**src/rtl/fetch_pkg.sv**
```systemverilog
// Shared types and constants for the instruction fetch unit.
package fetch_pkg;
    localparam int XLEN = 32;
    localparam int ILEN = 32;
    localparam logic [XLEN-1:0] DEFAULT_RESET_PC = 32'h0000_0000;

    typedef enum logic [1:0] {
        ST_IDLE    = 2'b00,
        ST_WAIT    = 2'b01,
        ST_DISCARD = 2'b10
    } fetch_state_e;

    typedef struct packed {
        logic [ILEN-1:0] instr;
        logic [XLEN-1:0] pc;
    } fetch_entry_t;

    function automatic logic [XLEN-1:0] word_align(input logic [XLEN-1:0] addr);
        return addr & 32'hFFFF_FFFC;
    endfunction
endpackage

```
**src/rtl/fetch_fifo.sv**
```systemverilog
// Prefetch buffer of {instr, pc} pairs; flush overrides push and pop.
module fetch_fifo
    import fetch_pkg::*;
#(
    parameter int DEPTH = 2
)(
    input  logic                   clk,
    input  logic                   rst,
    input  logic                   push,
    input  logic                   pop,
    input  logic                   flush,
    input  fetch_entry_t           wdata,
    output fetch_entry_t           rdata,
    output logic                   full,
    output logic                   empty,
    output logic [$clog2(DEPTH):0] count
);
    localparam int AW = $clog2(DEPTH);
    localparam int CW = AW + 1;

    fetch_entry_t  mem_r [DEPTH];
    logic [AW-1:0] wptr_r;
    logic [AW-1:0] rptr_r;
    logic [CW-1:0] count_r;

    // Entry storage; validity is tracked by the pointers, so no reset here.
    always_ff @(posedge clk) begin
        if (push && !flush && !rst) begin
            mem_r[wptr_r] <= wdata;
        end
    end

    // Pointer and occupancy bookkeeping.
    always_ff @(posedge clk) begin
        if (rst || flush) begin
            wptr_r  <= {AW{1'b0}};
            rptr_r  <= {AW{1'b0}};
            count_r <= {CW{1'b0}};
        end else begin
            if (push) begin
                wptr_r <= wptr_r + AW'(1);
            end
            if (pop) begin
                rptr_r <= rptr_r + AW'(1);
            end
            case ({push, pop})
                2'b10:   count_r <= count_r + CW'(1);
                2'b01:   count_r <= count_r - CW'(1);
                default: count_r <= count_r;
            endcase
        end
    end

    assign rdata = mem_r[rptr_r];
    assign full  = (count_r == CW'(DEPTH));
    assign empty = (count_r == {CW{1'b0}});
    assign count = count_r;
endmodule

```
**src/rtl/fetch.sv**
```systemverilog
// Instruction fetch: one outstanding memory read, prefetch buffer, redirect flush.
module fetch
    import fetch_pkg::*;
#(
    parameter logic [XLEN-1:0] RESET_PC   = DEFAULT_RESET_PC,
    parameter int              FIFO_DEPTH = 2
)(
    input  logic            clk,
    input  logic            rst,
    output logic            imem_req,
    output logic [XLEN-1:0] imem_addr,
    input  logic            imem_ack,
    input  logic [ILEN-1:0] imem_rdata,
    input  logic            redirect_valid,
    input  logic [XLEN-1:0] redirect_pc,
    input  logic            stall,
    output logic [ILEN-1:0] instruction,
    output logic            instr_valid,
    output logic [XLEN-1:0] pc_out
);
    localparam int CW = $clog2(FIFO_DEPTH) + 1;
    localparam logic [CW-1:0] DEPTH_C = CW'(FIFO_DEPTH);

    fetch_state_e    state_r;
    fetch_state_e    state_next_s;
    logic [XLEN-1:0] fetch_pc_r;
    logic [XLEN-1:0] req_addr_r;
    logic            issue_s;
    logic            push_s;
    logic            bypass_s;
    logic            fifo_push_s;
    logic            fifo_pop_s;
    logic            fifo_full_s;
    logic            fifo_empty_s;
    logic [CW-1:0]   fifo_count_s;
    logic [CW-1:0]   free_s;
    fetch_entry_t    push_entry_s;
    fetch_entry_t    head_s;

    assign free_s       = DEPTH_C - fifo_count_s;
    assign push_entry_s = '{instr: imem_rdata, pc: req_addr_r};
    // An empty buffer with decode ready hands the word straight to the output.
    assign bypass_s     = push_s && fifo_empty_s && !stall;
    assign fifo_push_s  = push_s && !bypass_s && (!fifo_full_s || fifo_pop_s);
    assign fifo_pop_s   = !redirect_valid && !stall && !fifo_empty_s;
    assign imem_addr    = !imem_req ? 32'h0000_0000 :
                          (state_r == ST_IDLE) ? fetch_pc_r : req_addr_r;

    // FSM state register.
    always_ff @(posedge clk) begin
        if (rst) begin
            state_r <= ST_IDLE;
        end else begin
            state_r <= state_next_s;
        end
    end

    // FSM next-state logic.
    always_comb begin
        state_next_s = state_r;
        case (state_r)
            ST_IDLE: begin
                if (issue_s) state_next_s = ST_WAIT;
                else         state_next_s = ST_IDLE;
            end
            ST_WAIT: begin
                if (imem_ack)            state_next_s = ST_IDLE;
                else if (redirect_valid) state_next_s = ST_DISCARD;
                else                     state_next_s = ST_WAIT;
            end
            ST_DISCARD: begin
                if (imem_ack) state_next_s = ST_IDLE;
                else          state_next_s = ST_DISCARD;
            end
            default: state_next_s = ST_IDLE;
        endcase
    end

    // FSM outputs: request strobe, issue and accepted-data push.
    always_comb begin
        issue_s  = 1'b0;
        push_s   = 1'b0;
        imem_req = 1'b0;
        if (!rst) begin
            case (state_r)
                ST_IDLE: begin
                    issue_s  = !redirect_valid && (free_s >= CW'(1));
                    imem_req = issue_s;
                end
                ST_WAIT: begin
                    imem_req = 1'b1;
                    push_s   = imem_ack && !redirect_valid;
                end
                ST_DISCARD: imem_req = 1'b1;
                default: imem_req = 1'b0;
            endcase
        end else begin
            imem_req = 1'b0;
        end
    end

    // Fetch pointer, request address latch and decode-facing outputs.
    always_ff @(posedge clk) begin
        if (rst) begin
            fetch_pc_r  <= RESET_PC;
            req_addr_r  <= 32'h0000_0000;
            instruction <= 32'h0000_0000;
            pc_out      <= 32'h0000_0000;
            instr_valid <= 1'b0;
        end else begin
            if (redirect_valid) begin
                fetch_pc_r <= word_align(redirect_pc);
            end else if (push_s) begin
                fetch_pc_r <= fetch_pc_r + 32'd4;
            end
            if (issue_s) begin
                req_addr_r <= fetch_pc_r;
            end
            if (redirect_valid) begin
                instr_valid <= 1'b0;
            end else if (stall) begin
                instr_valid <= instr_valid;
            end else if (bypass_s) begin
                instruction <= imem_rdata;
                pc_out      <= req_addr_r;
                instr_valid <= 1'b1;
            end else if (!fifo_empty_s) begin
                instruction <= head_s.instr;
                pc_out      <= head_s.pc;
                instr_valid <= 1'b1;
            end else begin
                instr_valid <= 1'b0;
            end
        end
    end

    fetch_fifo #(.DEPTH(FIFO_DEPTH)) u_fifo (
        .clk   (clk),
        .rst   (rst),
        .push  (fifo_push_s),
        .pop   (fifo_pop_s),
        .flush (redirect_valid),
        .wdata (push_entry_s),
        .rdata (head_s),
        .full  (fifo_full_s),
        .empty (fifo_empty_s),
        .count (fifo_count_s)
    );
endmodule

```
**config.mk**
```make
export PLATFORM = sky130hd
export DESIGN_NAME = fetch
export DESIGN_NICKNAME = d
export VERILOG_FILES = /design/src/rtl/fetch_pkg.sv /design/src/rtl/fetch_fifo.sv /design/src/rtl/fetch.sv
export SDC_FILE = /design/constraint.sdc
export NUM_CORES = 1
export LEC_CHECK = 0
export CAP_MARGIN = 20
export CELL_PAD_IN_SITES_DETAIL_PLACEMENT = 0
export CELL_PAD_IN_SITES_GLOBAL_PLACEMENT = 1
export CORE_MARGIN = 2
export CORE_UTILIZATION = 35
export CTS_CLUSTER_DIAMETER = 30
export DETAILED_ROUTE_END_ITERATION = 8
export PLACE_DENSITY = 0.72
export SLEW_MARGIN = 30
export SYNTH_ARGS = -nofsm -noshare
export SYNTH_HDL_FRONTEND = slang
export SYNTH_SLANG_ARGS = --single-unit
```
**constraint.sdc**
```tcl
create_clock -name clk -period 6.3 [get_ports clk]
set_input_delay 1.89 -clock clk [delete_from_list [all_inputs] [get_ports clk]]
set_output_delay 1.89 -clock clk [all_outputs]
set_load 0.03 [all_outputs]
```
======== Word level (Yosys, flattened, before mapping) ========
Memories as Yosys holds them, arrays and structs flattened. A register that Yosys moved wholly into a read port is not among the register bits.
Index checks and enable logic that the tools add are counted.
cells by class
  add/sub/neg operators ................... 6
  order comparisons ....................... 1
  equality and inequality tests ........... 6
  mux-type cells .......................... 26
  bitwise operators ....................... 2
  reductions and logical operators ........ 25
operators with widths
  cell                     count
  $mux W32                 8
  $add A32 B3 Y32 const B  1
  $mux W1                  12
  $logic_and A1 B1 Y1      10
  $eq A2 B2 Y1 const B     3
  $logic_not A1 Y1         6
  $mux W2                  3
  $pmux W2 S3              1
  $eq A2 B1 Y1 const B     2
  $logic_not A2 Y1         2
  $pmux W2 S2              1
  $reduce_bool A2 Y1       2
  $reduce_or A2 Y1         2
  $reduce_and A3 Y1        1
  $add A1 B1 Y1 const B    2
  $add A2 B1 Y2 const B    1
  $ge A2 B1 Y1 const B     1
  $logic_or A1 B1 Y1       2
  $ne A2 B2 Y1 const B     1
  $not A1 Y1               2
  $pmux W1 S2              1
  $sub A2 B1 Y2 const B    1
  $sub A2 B2 Y2 const A    1
storage, ports and cells
  bits in registers ....................... 135
  RAM bits ................................ 128
  input port bits ......................... 69
  output and inout bits ................... 98
  logic and storage cells ................. 77
  memories kept ........................... 1
memories
  memory        depth  bits a word  read ports  clocked after Yosys merged registers in  wr ports  line              source
  u_fifo.mem_r  2      64           1           1                                        1         fetch_fifo.sv:21  fetch_entry_t mem_r [DEPTH];

======== Depth between registers and ports, before layout ========
Gate-level depths: netlist of run 1.
  depth in word-level cells ............... 13
  mapped depth ............................ 10
  gate-level depth less buffers ........... 8

======== Modules after synthesis ========
From an unflattened synthesis of run 1, not the netlist that was laid out.
second synthesis, totals
  cells, all modules ...................... 993
  area total of the unflattened synthesis .. 11203.2 µm²
by module, submodules not included
  module      times used  cells each  area an instance (µm²)  seq. area each (µm²)
  fetch       1           771         6369.9                  2542.4
  fetch_fifo  1           222         4833.4                  3943.8

======== Worst setup path after synthesis of run 1 ========
No wires, ideal clock.
  kind .................................... in2reg
  start point ............................. input port imem_ack
  end point ............................... memory u_fifo.mem_r[0][10] in the netlist's numbering, enable pin
  setup time .............................. 0.482 ns
  data arrival time ....................... 5.286 ns
  required time ........................... 5.818 ns
  setup slack ............................. 0.532 ns
  stages .................................. 5
  path through ............................ clkbuf_1 > and4bb_2 > buf_2 > o31ai_1 > nor2_1
on the way
  longest elaborated chain between the ends .. 12
RTL lines
  item                                   line              source
  from (decl)                            fetch.sv:12       input logic imem_ack,
  $logic_and A1 B1 Y1 (*)                fetch.sv:92       push_s = imem_ack && !redirect_valid;
  $mux W1 (*)                            fetch.sv:85       case (state_r)
  $mux W1 (*)                            fetch.sv:84       if (!rst) begin
  $logic_and A1 B1 Y1 (2 in series)      fetch.sv:43       assign bypass_s = push_s && fifo_empty_s && !stall;
  $logic_not A1 Y1                       fetch.sv:44       assign fifo_push_s = push_s && !bypass_s && (!fifo_full_s || fifo_pop_s);
  $logic_and A1 B1 Y1 (*) (2 in series)  fetch.sv:44
  $logic_and A1 B1 Y1 (*) (2 in series)  fetch_fifo.sv:28  if (push && !flush && !rst) begin
  $mux W1 (*)                            fetch_fifo.sv:28
  $mux W1 (implied by the code) (*)      fetch_fifo.sv:29  mem_r[wptr_r] <= wdata;
  to (decl)                              fetch_fifo.sv:21
Every way passes the cells marked *; elsewhere a longest branch is shown, timed or not.

======== Worst setup path after layout of run 1 ========
  start point ............................. input port redirect_valid
  end point ............................... output port imem_addr[9]
on the way
  longest elaborated chain between the ends .. 5
RTL lines
  item                 line         source
  from (decl)          fetch.sv:14  input logic redirect_valid,
  $logic_not A1 Y1     fetch.sv:87  issue_s = !redirect_valid && (free_s >= CW'(1));
  $logic_and A1 B1 Y1  fetch.sv:87
  $pmux W1 S2          fetch.sv:85
  $mux W1              fetch.sv:84
  $mux W32             fetch.sv:46  assign imem_addr = !imem_req ? 32'h0000_0000 :
  to (decl)            fetch.sv:11  output logic [XLEN-1:0] imem_addr,
No other way between the ends.

==> impl_results.md, run 1 <==
* Setup crit start: redirect_valid
* R2R Path End: pc_out[17]
* Layout cells sized above 1 at 0.132
* Count leader, synth: nand2_1
* R2r worst-path depth at 7
* GRT Residual Overflow at 0
* F_max at 0.181 GHz
* Yosys top cell area share at 0.339
* Post-CTS Hold Buffers at 0
* Critical path type: in2out
* Fin nets at 1278
* Iter 0 DRT Violations at 514
* Initial core utilization at 0.358
* Syn Inst Count at 1059
* Die area at 32900 um^2
* Largest net degree at the start of global routing at 83
* Number of global-route vias before repair at 8547
* Number of flops mapped to enable cells by yosys at 124
* Startpoint Class: primary input
* Via/cell ratio at 5.24
* Crit path buffers/inverters at 4
* Max-cap viol count at 0
* Inst Count DP at 1538
* Leak at 5.02 nW
* Max Slew Vio Count at 0
* Postcts setup bufs at 0
* Maximum root-to-sink buffer count at 3
* CP Depth at 7
* Post-DP HPWL at 18400 um
* DIE WIDTH at 181 um
* Worst slew pin tran at 0.860 ns
* Yosys reg bits at 254
* Setup violators final at 0
* Largest cells by area after synthesis: edfxtp_1 (34%), dfxtp_1 (24%), mux2i_1 (8.4%), nand2_1 (5.1%), a21oi_1 (4.7%)
* Number of distinct library cells after synthesis at 59
* DIE HEIGHT at 181 um
* Critical path endpoint: imem_addr[9]
* Antenna viol nets, final at 0
* Wire per inst at 18.2 um
* Power per cell area at 342 nW/um^2
* Crit-path max FO at 12
* Setup crit end kind: primary output
* Global-route wire length before repair at 47700 um
* Slew HR at 0.427
* Worst r2r src: state_r[1]
* DRT Pass-1 Iters at 5
* Inserted Clock Buffers at 59
* Worst hold path class: reg2reg
* # clock sinks at 254
* RSZ-0062 raised after global routing: no
* Initial antenna violation count at 0
* Main synth FF type: dfxtp_1
* Core area at 30700 um^2
* Slowest stage delay, CP at 0.50 ns
* Outcome: completed
* CTS tree: built
* Synthesis Warnings at 0
* Critical path required time at 4.41 ns
* DR DRC count at 0
* Area Overhead vs Synth at 36.4%
* Total length of routed wires at 30100 um
* Clk slew on worst S/H paths at 0.04 ns
* Worst path slowest cell: clkdlybuf4s50_1
* VDD IR max at 0.199 mV
* I/O Pins at 167
* Cts repair resizes at 0
* Skew final at 0.0140 ns
* Sequential area share after synthesis at 0.575
* Diode count at 0
* GRT Overall Usage at 0.181
* Utilization after layout at 0.488
* GP Congestion at 0.795
* # rows at 64
* Commonest cells in the synthesized netlist: nand2_1 (150), dfxtp_1 (130), edfxtp_1 (124)
* Top Family by Delay on Critical Path: buffers and inverters
* IO buf count at 160
* DR vias at 8647
* Clock latency on the worst-skew pair at 0.56 ns
* Root Buffer: clkbuf_16
* Ys async rst share at 0
* Arr. time, crit path at 3.63 ns
* Reg-to-reg slack, setup at 3.30 ns
* Cells along the critical path: clkdlybuf4s50_1, inv_1, and3_1, o21ai_2, buf_4, nor2_1, buf_12
* Hold Fails Final Rpt at 0
* Htree depth at 2
* Final min period at 5.52 ns
* Fill cells at 2813
* Setup TNS Final at 0 ns
* Final cell count without fillers at 1650
* Synthesized area at 11000 um^2
* Tcrit/Tclk final at 0.876
* Synth area leader: edfxtp_1
* Mean Syn Cell Area at 10.4 um^2
cells by family (layout without fill, tap and decap cells):
| kind of cell | Yosys count | count (layout) | synth area share |
|---|---|---|---|
| compound gates | 284 | 284 | 0.156 |
| flops | 254 | 254 | 0.575 |
| fa+ha+maj | 6 | 6 | 0.00682 |
| mux | 93 | 93 | 0.0847 |
| simple gates | 304 | 304 | 0.128 |
| xor+xnor | 9 | 9 | 0.00717 |
| other cells | 1 | 4 | 0.000341 |
| buf+inv | 108 | 300 | 0.0414 |
power by group:
group	internal, W	switching (W)	leakage, nW
registers	0.00176	0.0000383	2.12
logic	0.0000999	0.000141	1.90
clock network	0.00216	0.000929	1.00
area by class of cell:
class                   count  area, um^2  area share
flip-flops and latches    254        6330       0.422
multi-input cells         700        4290       0.286
repair buffers            178        1770       0.118
clock buffers              78        1660       0.111
well taps                 396         495      0.0330
clock inverters            34         407      0.0271
inverters                  10        37.5     0.00250
routing by layer:
layer / global-route usage / share of wire
met1: 0.254 / 0.48
met2: 0.285 / 0.45
met3: 0.0353 / 0.055
met4: 0.0514 / 0.015
met5: 0 / 0
how the worst min path moves through the flow:
| stage | to | cells past startpoint | startpoint | slack [ns] |
|---|---|---|---|---|
| floorplan | req_addr_r[20] | 2 | fetch_pc_r[20] | 0.46 |
| global placement | instruction[2] | 2 | instruction[2] | 0.44 |
| detailed placement | instruction[20] | 2 | instruction[20] | 0.45 |
| CTS | instruction[20] | 2 | instruction[20] | 0.45 |
| global route | instruction[20] | 2 | instruction[20] | 0.47 |
| finish | pc_out[5] | 2 | pc_out[5] | 0.45 |
tightest hold or removal path: cells and delay by family, from the launching register on:
family | cells | cell delay, ns
and+or+nand+nor | 1 | 0.05
DFF | 1 | 0.30
AOI/OAI and AO/OA | 1 | 0.05
flip-flops by register name (all words and copies together) (netlist names), named ones only:
name / cells
u_fifo.wptr_r: 1
pc_out: 30
instruction: 32
u_fifo.rptr_r: 1
req_addr_r: 30
instr_valid: 1
state_r: 2
u_fifo.mem_r: 124
u_fifo.count: 2
fetch_pc_r: 30
through the flow:
stage	area [um^2]	hold slack (ns)	setup WS, ns	power (W)
floorplan	11000	0.461	0.532	0.00195
detailed placement	12900	0.448	0.764	0.00207
global route	15000	0.474	0.664	0.00529
CTS	15000	0.454	0.759	0.00518
finish	15000	0.451	0.782	0.00513
global placement	12900	0.442	0.762	0.00206
placed cells by master (no fill, tap or decap), types with 8 or more instances in the layout:
cell type | Yosys | routed
a21oi_1 | 104 | 104
a311oi_1 | 9 | 9
a31oi_1 | 9 | 9
and3_1 | 10 | 10
buf_12 | 0 | 9
buf_4 | 6 | 40
bufinv_16 | 0 | 8
clkbuf_1 | 71 | 11
clkbuf_16 | 0 | 62
clkdlybuf4s50_1 | 0 | 128
clkinv_2 | 0 | 10
dfxtp_1 | 130 | 129
edfxtp_1 | 124 | 124
inv_1 | 10 | 10
mux2i_1 | 92 | 92
nand2_1 | 150 | 150
nand3_1 | 11 | 11
nand4_1 | 17 | 17
nor2_1 | 61 | 59
o211ai_1 | 65 | 65
o21ai_0 | 71 | 70
Note: power is estimated with default switching activity, not from simulation.
==> inputs of run 2 (changes only) <==
==> constraint.sdc (replaced) <==
create_clock -name clk -period 5.8 [get_ports clk]
set_input_delay 1.74 -clock clk [delete_from_list [all_inputs] [get_ports clk]]
set_output_delay 1.74 -clock clk [all_outputs]
set_load 0.03 [all_outputs]
==> run 2 against run 1 <==
  * Utilization is 0.31 points higher
  * Global-route usage up 0.19 points
  * Total power is 12% higher
  * Critical path depth unchanged
  * Via count grew 0.94%
  * Combinational power rose by 8.3%
  * Non-clock buffer count stayed put
  * Largest power group unchanged
==> impl_results.md, run 2 (same netlist as run 1, synthesis figures left out) <==
* Total length of routed wires at 30400 um (was 30100 um)
* Outcome: completed (unchanged)
* Clock latency on the worst-skew pair at 0.54 ns (was 0.56 ns)
* Max reg flops at 124 (unchanged)
* Hold_ws at 0.451 ns (about the same)
* Fin nets at 1285 (was 1278)
* GRT Residual Overflow at 0 (unchanged)
* Global-route wire length before repair at 48000 um (was 47700 um)
* Top Registers: u_fifo.mem_r x124, instruction x32 (unchanged)
* Die area at 32900 um^2 (unchanged)
* Setup violators final at 0 (unchanged)
* Cts repair resizes at 0 (unchanged)
* Post-CTS Hold Buffers at 0 (unchanged)
* HP Start: pc_out[12] (was pc_out[5])
* Final min period at 4.94 ns
* Iter 0 DRT Violations at 589 (was 514)
* Fill cells at 2837 (was 2813)
* Startpoint Class: primary input (unchanged)
* Critical path type: in2out (unchanged)
* Worst hold path class: reg2reg (unchanged)
* Worst r2r src: state_r[1] (unchanged)
* VDD IR max at 0.202 mV (was 0.199 mV)
* Post-DP HPWL at 18100 um (was 18400 um)
* CTS tree: built (unchanged)
* RSZ-0062 raised after global routing: no (unchanged)
* Leak at 5.08 nW (was 5.02 nW)
* Slowest stage delay, CP at 0.47 ns (was 0.50 ns)
* Worst path slowest cell: clkdlybuf4s50_1 (unchanged)
* Cells along the critical path: clkdlybuf4s50_1, inv_1, and3_1, o21ai_2, buf_4, nor2_1, buf_12 (unchanged)
* DIE WIDTH at 181 um (unchanged)
* Initial antenna violation count at 0 (unchanged)
* Area Overhead vs Synth at 37.2% (was 36.4%)
* Power per cell area at 380 nW/um^2 (was 342 nW/um^2)
* DIE HEIGHT at 181 um (unchanged)
* Leading cell type in the layout, fill and taps excluded: nand2_1 (unchanged)
* I/O Pins at 167 (unchanged)
* Wire per inst at 18.3 um (was 18.2 um)
* Crit path buffers/inverters at 4 (unchanged)
* Inserted Clock Buffers at 66 (was 59)
* Critical path required time at 4.06 ns (was 4.41 ns)
* Max Slew Vio Count at 0 (unchanged)
* Crit-path max FO at 31 (was 12)
* Largest net degree at the start of global routing at 87 (was 83)
* Via/cell ratio at 5.26 (was 5.24)
* Initial core utilization at 0.358 (unchanged)
* Diode count at 0 (unchanged)
* Commonest non-fill, non-tap cells in the layout: nand2_1 (150), dfxtp_1 (129), clkdlybuf4s50_1 (128) (unchanged)
* Maximum root-to-sink buffer count at 3 (unchanged)
* Antenna viol nets, final at 0 (unchanged)
* Setup TNS Final at 0 ns (unchanged)
* F_max at 0.202 GHz
* DR DRC count at 0 (unchanged)
* Tcrit/Tclk final at 0.852
* Reg-to-reg slack, setup at 3.01 ns (was 3.30 ns)
* Hold endpoint: pc_out[12] (was pc_out[5])
* GRT Overall Usage at 0.183 (was 0.181)
* Root Buffer: clkbuf_16 (unchanged)
* IO buf count at 160 (unchanged)
* DRT Pass-1 Iters at 5 (unchanged)
* Hold Fails Final Rpt at 0 (unchanged)
* Arr. time, crit path at 3.20 ns (was 3.63 ns)
* Most flops, register: u_fifo.mem_r (unchanged)
* Core area at 30700 um^2 (unchanged)
* GP Congestion at 0.774 (was 0.795)
* Max-cap viol count at 0 (unchanged)
* Setup crit end kind: primary output (unchanged)
* Skew final at 0.0214 ns (was 0.0140 ns)
* Utilization after layout at 0.491 (was 0.488)
* Clk slew on worst S/H paths at 0.04 ns (about the same)
* Top Family by Delay on Critical Path: buffers and inverters (unchanged)
* Postcts setup bufs at 0 (unchanged)
* Layout cells sized above 1 at 0.138 (was 0.132)
* Number of global-route vias before repair at 8582 (was 8547)
* R2R Path End: u_fifo.mem_r[0][44] (was pc_out[17])
* R2r worst-path depth at 6 (was 7)
* Htree depth at 3 (was 2)
* # rows at 64 (unchanged)
* DR vias at 8728 (was 8647)
* # clock sinks at 254 (unchanged)
* Hold Path Stages at 2 (unchanged)
* Slew HR at 0.404 (was 0.427)
* Worst slew pin tran at 0.894 ns (was 0.860 ns)
run 2: cell count changes in the layout (fill, tap and decap cells not counted), sizes merged:
cell	change
bufinv	-2
inv	+5
clkinv	+7
clkinvlp	-2
clkbuf	+1
run 2: final cells by class:
type / instances / area [um^2] / share of cell area
multi-input combinational: 700 / 4280 / 0.284
tap: 396 / 495 / 0.0328
timing repair buffer: 178 / 1770 / 0.117
inverter: 10 / 37.5 / 0.00249
clock buffer: 79 / 1760 / 0.117
sequential: 254 / 6330 / 0.419
clock inverter: 42 / 413 / 0.0274
run 2: worst register-to-register path, stage by stage (launching register included):
cell and delay [ns]:
dfxtp_1 0.32, inv_1 0.09, ha_1 0.42, and4bb_2 0.52, o31ai_2 0.23, nor2_4 0.51
buf_12 0.36
run 2: power by group:
group / switching (W) / internal (W)
Combinational: 0.000154 / 0.000107
Clock: 0.00109 / 0.00242
Sequential: 0.0000418 / 0.00191
run 2: how the worst max path moves through the flow:
| stage | from | to | slack (ns) | cells past startpoint |
|---|---|---|---|---|
| detailed placement | redirect_valid | imem_addr[29] | 0.83 | 7 |
| finish | redirect_valid | imem_addr[29] | 0.86 | 7 |
| global route | redirect_valid | imem_addr[29] | 0.75 | 7 |
| floorplan | imem_ack | u_fifo.mem_r[0][10] | 0.18 | 5 |
| CTS | redirect_valid | imem_addr[29] | 0.83 | 7 |
| global placement | redirect_valid | imem_addr[9] | 0.86 | 7 |
run 2: metal layers:
layer  track usage  up-vias  part of all wire  routed length, um
li1              -     4203                 -                  -
met1         0.249     4210              0.47              14400
met2         0.292      259              0.46              13800
met3        0.0353       56             0.051               1550
met4        0.0647        0             0.022                658
met5             0        -                 0                  0
run 2: per-stage QoR:
stage	worst slack, ns	std cells	area (um^2)	total power, W
after detailed placement	0.834	1538	12900	0.00224
after global placement	0.860	1538	12900	0.00224
after CTS	0.834	1659	15100	0.00579
after floorplan	0.182	1062	11000	0.00212
final	0.858	1659	15100	0.00573
after global routing	0.745	1659	15100	0.00593
==> inputs of run 3 (changes only) <==
--- a/config.mk
+++ b/config.mk
@@ -13,7 +13,7 @@
 export CTS_CLUSTER_DIAMETER = 30
 export DETAILED_ROUTE_END_ITERATION = 8
 export PLACE_DENSITY = 0.72
-export SLEW_MARGIN = 30
+export SLEW_MARGIN = 20
 export SYNTH_ARGS = -nofsm -noshare
 export SYNTH_HDL_FRONTEND = slang
 export SYNTH_SLANG_ARGS = --single-unit
==> run 3 against run 2 <==
  * Count of clock-buffer cells in the layout did not move
  * Via count fell by 0.39%
  * Sequential share of layout area barely moved
  * Utilization barely moved
  * Sequential power barely moved
  * Total power barely moved
  * Cell area barely moved
  * Critical path depth did not move
  * Fmax barely moved
  * Critical endpoint unchanged
  * Largest power group unchanged
==> impl_results.md, run 3 (same netlist as run 1, synthesis figures left out) <==
* Worst setup margin at 0.860 ns (was 0.858 ns)
* CTS tree: built (unchanged)
* Leading cell type in the layout, fill and taps excluded: nand2_1 (unchanged)
* GRT Overall Usage at 0.183 (unchanged)
* Core area at 30700 um^2 (unchanged)
* Skew final at 0.0209 ns (was 0.0214 ns)
* # clock sinks at 254 (unchanged)
* Instance area at placement at 12900 um^2 (unchanged)
* Critical path type: in2out (unchanged)
* Final cell count without fillers at 1659 (unchanged)
* Root Buffer: clkbuf_16 (unchanged)
* Number of global-route vias before repair at 8582 (unchanged)
* Startpoint Class: primary input (unchanged)
* F_max at 0.202 GHz (about the same)
* Post-Place Worst Slack at 0.834 ns (unchanged)
* Top Registers: u_fifo.mem_r x124, instruction x32 (unchanged)
* Inst Count DP at 1538 (unchanged)
* Worst slew pin tran at 1.04 ns (was 0.894 ns)
* Die area at 32900 um^2 (unchanged)
* Setup TNS Final at 0 ns (unchanged)
* GRT Residual Overflow at 0 (unchanged)
* Max reg flops at 124 (unchanged)
* Crit-path max FO at 31 (unchanged)
* Postcts setup bufs at 0 (unchanged)
* Outcome: completed (unchanged)
* Clk slew on worst S/H paths at 0.04 ns (about the same)
* DR vias at 8694 (was 8728)
* Slowest stage delay, CP at 0.47 ns (about the same)
* Inserted Clock Buffers at 66 (unchanged)
* DRT Pass-1 Iters at 5 (unchanged)
* Critical path required time at 4.06 ns (about the same)
* Slew HR at 0.304 (was 0.404)
* Fin area at 15100 um^2 (about the same)
* Setup violators final at 0 (unchanged)
* DIE WIDTH at 181 um (unchanged)
* Met3 Use GR at 0.0353 (unchanged)
* Initial core utilization at 0.358 (unchanged)
* Hold Fails Final Rpt at 0 (unchanged)
* Post-CTS Hold Buffers at 0 (unchanged)
* Arr. time, crit path at 3.20 ns (about the same)
* IO buf count at 160 (unchanged)
* Via/cell ratio at 5.24 (was 5.26)
* Most flops, register: u_fifo.mem_r (unchanged)
* GRT Max-Usage Layer: met2 (unchanged)
* Htree depth at 3 (unchanged)
* Leak at 5.08 nW (about the same)
* I/O Pins at 167 (unchanged)
* Area Overhead vs Synth at 37.1% (was 37.2%)
* Layout cells sized above 1 at 0.137 (was 0.138)
* Largest net degree at the start of global routing at 87 (unchanged)
* Worst hold path class: reg2reg (unchanged)
* Crit path buffers/inverters at 4 (unchanged)
* Diode count at 0 (unchanged)
* Iter 0 DRT Violations at 568 (was 589)
* Fin nets at 1285 (unchanged)
* Worst path slowest cell: clkdlybuf4s50_1 (unchanged)
* Total length of routed wires at 30400 um (about the same)
* Top Family by Delay on Critical Path: buffers and inverters (unchanged)
* Antenna viol nets, final at 0 (unchanged)
* Clock latency on the worst-skew pair at 0.54 ns (about the same)
* # rows at 64 (unchanged)
* Global-route wire length before repair at 48000 um (unchanged)
* Final min period at 4.94 ns (about the same)
* DIE HEIGHT at 181 um (unchanged)
* Cells along the critical path: clkdlybuf4s50_1, inv_1, and3_1, o21ai_2, buf_4, nor2_1, buf_12 (unchanged)
* Max Slew Vio Count at 0 (unchanged)
* Setup crit end kind: primary output (unchanged)
* GP Congestion at 0.774 (unchanged)
* Tcrit/Tclk final at 0.852 (about the same)
* Commonest non-fill, non-tap cells in the layout: nand2_1 (150), dfxtp_1 (129), clkdlybuf4s50_1 (128) (unchanged)
* Initial antenna violation count at 0 (unchanged)
* Post-DP HPWL at 18100 um (unchanged)
* Power per cell area at 380 nW/um^2 (about the same)
* Wire per inst at 18.3 um (about the same)
* Maximum root-to-sink buffer count at 3 (unchanged)
* Max-cap viol count at 0 (unchanged)
* DR DRC count at 0 (unchanged)
* Cts repair resizes at 0 (unchanged)
* Met1 usage at 0.249 (unchanged)
* RSZ-0062 raised after global routing: no (unchanged)
* GR Layer Usage met2 at 0.292 (unchanged)
* VDD IR max at 0.202 mV (about the same)
run 3: worst min-delay path, stage by stage, from the launching register on:
cell,delay (ns)
dfxtp_1,0.30
nand2_1,0.05
a21oi_1,0.05
run 3: final cells by class:
class | instances | area (um^2)
clock buffers | 79 | 1760
clock inverters | 42 | 413
repair buffers | 178 | 1770
flip-flops and latches | 254 | 6330
fillers | 2833 | 15700
inverters | 10 | 37.5
well taps | 396 | 495
multi-input cells | 700 | 4280
run 3: path summary, 6_finish.rpt:
| kind | cells after the start | to | start | slack, ns |
|---|---|---|---|---|
| worst max register to register | 6 | u_fifo.mem_r[1][7] | state_r[1] | 2.95 |
| worst max-delay path | 7 | imem_addr[29] | redirect_valid | 0.86 |
| worst min register to register | 2 | pc_out[12] | pc_out[12] | 0.45 |
| worst min-delay path | 2 | pc_out[12] | pc_out[12] | 0.45 |
run 3: routing by layer:
layer / wire, um / vias to the layer above / part of all wire
met4: 690 / 0 / 0.023
met2: 13800 / 252 / 0.45
met3: 1480 / 60 / 0.049
met1: 14400 / 4177 / 0.47
met5: 0 / - / 0
li1: - / 4205 / -
run 3: metrics by stage:
| step | power (W) | utilization | hold slack, ns |
|---|---|---|---|
| 5_1_grt | 0.00592 | 0.491 | 0.466 |
| 4_1_cts | 0.00579 | 0.491 | 0.453 |
| 3_5_place_dp | 0.00224 | 0.420 | 0.447 |
| 2_1_floorplan | 0.00212 | - | 0.461 |
| 6_report | 0.00572 | 0.491 | 0.451 |
| 3_3_place_gp | 0.00224 | 0.420 | 0.442 |
run 3: power breakdown:
part	total, W	internal (W)	switching (W)
Combinational	0.000260	0.000107	0.000153
Sequential	0.00195	0.00191	0.0000419
Clock	0.00351	0.00242	0.00109
